<file path="src/rtl/enc_8to3_serializer.sv">
// Bitmap-to-index serializer: accepts a WIDTH-bit request bitmap and emits the
// binary index of each set bit, lowest first, over a valid/ready stream.
module enc_8to3_serializer #(
  parameter  int WIDTH  = 8,
  localparam int CODE_W = $clog2(WIDTH)
) (
  input  logic              clk,
  input  logic              rst_n,
  input  logic [WIDTH-1:0]  req,
  input  logic              req_valid,
  output logic              req_ready,
  output logic [CODE_W-1:0] code,
  output logic [WIDTH-1:0]  code_onehot,
  output logic              code_valid,
  input  logic              code_ready,
  output logic              code_last,
  output logic [CODE_W:0]   remaining,
  output logic              drop_zero
);

  typedef enum logic {IDLE, SEND} state_t;

  state_t             state;
  logic [WIDTH-1:0]   pending;
  logic [WIDTH-1:0]   src;
  logic [CODE_W-1:0]  src_idx;
  logic [CODE_W:0]    src_cnt;

  function automatic logic [CODE_W-1:0] lowest_idx(input logic [WIDTH-1:0] v);
    logic [CODE_W-1:0] idx;
    idx = '0;
    for (int i = WIDTH - 1; i >= 0; i--) begin
      if (v[i]) idx = CODE_W'(i);
    end
    return idx;
  endfunction

  function automatic logic [CODE_W:0] pop_count(input logic [WIDTH-1:0] v);
    logic [CODE_W:0] cnt;
    cnt = '0;
    for (int i = 0; i < WIDTH; i++) begin
      cnt = cnt + (CODE_W+1)'(v[i]);
    end
    return cnt;
  endfunction

  assign req_ready = (state == IDLE);

  // The next beat is derived either from a freshly accepted bitmap or from
  // the pending bits with the currently presented one removed.
  always_comb begin
    src     = (state == IDLE) ? req : (pending & ~code_onehot);
    src_idx = lowest_idx(src);
    src_cnt = pop_count(src);
  end

  always_ff @(posedge clk or negedge rst_n) begin
    if (!rst_n) begin
      state       <= IDLE;
      pending     <= '0;
      code        <= '0;
      code_onehot <= '0;
      code_valid  <= 1'b0;
      code_last   <= 1'b0;
      remaining   <= '0;
      drop_zero   <= 1'b0;
    end else begin
      drop_zero <= 1'b0;
      case (state)
        IDLE: begin
          if (req_valid) begin
            if (req != '0) begin
              state       <= SEND;
              pending     <= req;
              code        <= src_idx;
              code_onehot <= WIDTH'(1) << src_idx;
              code_valid  <= 1'b1;
              remaining   <= src_cnt;
              code_last   <= (src_cnt == (CODE_W+1)'(1));
            end else begin
              drop_zero <= 1'b1;
            end
          end
        end
        SEND: begin
          if (code_ready) begin
            pending <= src;
            if (code_last) begin
              state       <= IDLE;
              code        <= '0;
              code_onehot <= '0;
              code_valid  <= 1'b0;
              remaining   <= '0;
              code_last   <= 1'b0;
            end else begin
              code        <= src_idx;
              code_onehot <= WIDTH'(1) << src_idx;
              remaining   <= src_cnt;
              code_last   <= (src_cnt == (CODE_W+1)'(1));
            end
          end
        end
        default: state <= IDLE;
      endcase
    end
  end

endmodule

</file>
<file path="config.mk">
export PLATFORM = sky130hd
export DESIGN_NAME = enc_8to3_serializer
export DESIGN_NICKNAME = d
export VERILOG_FILES = /design/src/rtl/enc_8to3_serializer.sv
export SDC_FILE = /design/constraint.sdc
export NUM_CORES = 1
export LEC_CHECK = 0
export CELL_PAD_IN_SITES_DETAIL_PLACEMENT = 0
export CELL_PAD_IN_SITES_GLOBAL_PLACEMENT = 1
export CORE_MARGIN = 2
export CORE_UTILIZATION = 38
export CTS_CLUSTER_SIZE = 30
export DETAILED_ROUTE_END_ITERATION = 7
export PLACE_DENSITY_LB_ADDON = 0.2
export SYNTH_ARGS = -nofsm -noshare
export SYNTH_HDL_FRONTEND = slang
export SYNTH_SLANG_ARGS = --single-unit
</file>
<file path="constraint.sdc">
create_clock -name clk -period 4.4 [get_ports clk]
set_clock_uncertainty 0.15 [all_clocks]
set_input_delay 0.44 -clock clk [delete_from_list [all_inputs] [get_ports clk]]
set_output_delay 0.44 -clock clk [all_outputs]
set_load 0.01 [all_outputs]
</file>
==> key figures, run 1 <==
Run status
  • Status: finished, final reports clean

Worst setup path
  • Worst EP required: 4.47 ns
  • Worst Path Arrival: roughly 4 ns
  • Critical path capture point type: flip-flop
  • CP dominant cell by count: fa_1
  • Critical path's slowest cell: dfrtp_1
  • CP Max Fanout: 11
  • WS Path Type: reg2reg
  • Critical Path, Cell by Cell: mux2i_1 > fa_1 > fa_1 > fa_1 > inv_1 > ha_1 > fa_1 > xor2_1 > a2111oi_0 > nand2_1 > nand2_1
  • Crit-path leading delay family: adder cells
  • Crit path launch type: flip-flop
  • Critical path's largest stage delay: 0.58 ns
  • Buf/Inv on CP: 1

Synthesis
  • Seq/Total Area, Yosys: between 40 and 50%
  • Synth Warn #: 0
  • Number of flops mapped to enable cells by yosys: 0
  • Synth Area per Inst: about 9.6 um2
  • Synthesized net count: between 150 and 200
  • Seq cells post-synth: 27
  • Post-synthesis cell area: 1520 um2
  • Top_reg_cell synth: dfrtp_1
  • Cells after Synth: approximately 160
  • Netlist cell types: 43
  • Async SR Flop Fraction: 100%

Global routing
  • GRT Total Usage: 18.3%
  • First-pass GRT wire length: between 6 and 7 mm
  • Largest net degree at the start of global routing: 28
  • Vias in the first global route: 1278
  • Initial antenna violation count: 0
  • Total gr overflow: 0

CTS
  • CTS Buf Count: 3
  • Cts hold-fix bufs: 0
  • # H-tree levels: 1
  • Clock Tree Buf Depth: 2
  • Root Driver: clkbuf_8
  • Post-cts sizing count: 0
  • Clk_lat worst skew: 0.28 ns
  • Clock Sinks: 27
  • CTS tree: yes
  • Post-CTS setup buffers: 0
  • Clock-pin slew on the worst setup and hold paths: 0.09 ns

STA
  • Final Hold Fails: 0
  • Period utilization: 91.4%
  • Final worst slack: ~0.38 ns
  • Worst-Margin Slew: around 0.70 ns
  • Final setup fails: 0
  • RSZ-0062 raised after global routing: no
  • Fin crit period: around 4 ns
  • Slew margin rel.: ~53%
  • Setup tns final: 0 ns
  • Slew Limit Fails: 0
  • Fmax: about 250 MHz

Job
  • Max_cap viols: 0

Place
  • Final GP Congestion: just under 0.9
  • Setup WS pre-CTS: about 0.17 ns
  • DP Wirelength: approximately 2.8 mm
  • Number of port buffers: 30
  • Post-DP Area: approximately 1900 um2

Die
  • FP Rows: 22
  • CORE AREA: between 3000 and 4000 um2
  • Die H: about 67 um
  • Ports: 31
  • Starting Density: 40.6%
  • Die area: approximately 4500 um2
  • Die width: 67.3 um

Drt
  • DRC: 0
  • Routed WL per cell: approximately 15 um
  • Via-per-instance ratio: about 5.2
  • Routed vias: 1244
  • 1st-iter DRT viols: 71
  • First drt pass iteration count: 4
  • Drt total wl: approximately 3.7 mm
  • Detail Route Antenna Nets: 0

Final layout
  • Most common cell after layout, fill and taps aside: nand2_1
  • Fin nets: 209
  • Multi-input gate area: approximately 780 um2
  • Share of cells above drive strength 1: about 8.5%
  • Final Cell Area: 1910 um2
  • P&R area growth vs syn: 25.4%
  • Reg area: ~680 um2
  • # fillers: 356
  • Most frequent cells in the layout: 33 x nand2_1, 30 x clkdlybuf4s50_1, 27 x dfrtp_1
  • ANT cells: 0

Hold path
  • Hold crit path type: reg2reg
cells by family after synthesis:
| group | after synthesis | synth area share [%] |
|---|---|---|
| AND/OR/NAND/NOR | 74 | 24.9 |
| adder cells (fa/ha/maj) | 7 | 7.74 |
| XOR/XNOR | 1 | 0.576 |
| AO/OA/AOI/OAI | 34 | 16.5 |
| multiplexers | 2 | 1.32 |
| flip-flops | 27 | 44.4 |
| buffers and inverters | 13 | 4.44 |
final timing paths:
path / start / end / slack, ns / cells past startpoint
min in group asynchronous: rst_n / code_valid$_DFFE_PN0P_ / 0.39 / 2
setup reg to reg: state$_DFF_PN0_ / code_last$_DFFE_PN0P_ / 0.38 / 11
setup / recovery: state$_DFF_PN0_ / code_last$_DFFE_PN0P_ / 0.38 / 11
hold reg to reg: remaining[1]$_DFFE_PN0P_ / remaining[1]$_DFFE_PN0P_ / 0.33 / 2
hold / removal: remaining[1]$_DFFE_PN0P_ / remaining[1]$_DFFE_PN0P_ / 0.33 / 2
max in group asynchronous: rst_n / pending[5]$_DFFE_PN0P_ / 3.45 / 2
stage by stage:
step,instances,util [%],hold WS [ns]
floorplan,158,-,-0.00559
global placement,233,49.7,0.301
detailed placement,233,49.7,0.312
CTS,237,50.9,0.334
global route,237,50.9,0.367
finish,237,50.9,0.327
sequential cells by signal, indices dropped and copies added (netlist names):
signal and count:
state 1, drop_zero 1, code_onehot 8, remaining 4, code 3, code_valid 1, code_last 1, pending 8
synth_stat cells (2+ instances only):
cell | number | area (um2)
a21o_1 | 2 | 15.0
fa_1 | 4 | 80.1
inv_1 | 6 | 22.5
nor2b_1 | 3 | 18.8
nand4b_1 | 3 | 26.3
nand2b_1 | 4 | 25.0
and2_1 | 2 | 12.5
a21oi_1 | 10 | 50.1
o21a_1 | 2 | 15.0
nor2_1 | 14 | 52.6
nand2_1 | 33 | 124
o21ai_2 | 2 | 17.5
and3b_1 | 2 | 17.5
and2_4 | 2 | 17.5
o31ai_1 | 2 | 15.0
nand3_1 | 2 | 10.0
dfrtp_1 | 27 | 676
mux2i_1 | 2 | 20.0
nand3b_1 | 2 | 15.0
nor4_1 | 2 | 12.5
clkbuf_1 | 2 | 7.51
ha_1 | 3 | 37.5
buf_4 | 3 | 22.5
o21ai_1 | 5 | 25.0
worst reg2reg max path, stage by stage (launching register included):
cell	delay (ns)
dfrtp_1	0.58
mux2i_1	0.46
fa_1	0.52
fa_1	0.46
fa_1	0.49
inv_1	0.04
ha_1	0.20
fa_1	0.38
xor2_1	0.16
a2111oi_0	0.33
nand2_1	0.10
nand2_1	0.09
metal layers:
metal,track usage (%),up-vias,share of wire [%]
li1,-,608,-
met1,25.2,604,47
met2,30.4,27,48
met3,2.50,5,3.8
met4,4.59,0,1.0
met5,0,-,0
cell type report:
type	instances	area share [%]
inverter	7	1.38
timing repair buffer	33	16.9
tap	48	3.15
multi-input combinational	118	40.7
sequential	27	35.4
clock buffer	4	2.36
Power of run 1 is not shown: default switching activity piles up to over one toggle a cycle in this logic, so the estimate is an artifact.
==> run 2, diff against run 1 <==
- ABC_CLOCK_PERIOD_IN_PS: not set -> 4400
- SKIP_CTS_REPAIR_TIMING: not set -> 1
==> results of run 2 <==
Same layout as run 1: the final DEF is identical, and so are final timing and power.
Power of run 2 is left out for the same reason.
==> run 3, diff against run 2 <==
- HOLD_SLACK_MARGIN: not set -> 0.06
==> results of run 3 <==
Same layout as run 1: the final DEF is identical, and so are final timing and power.
Power of run 3 is left out for the same reason.
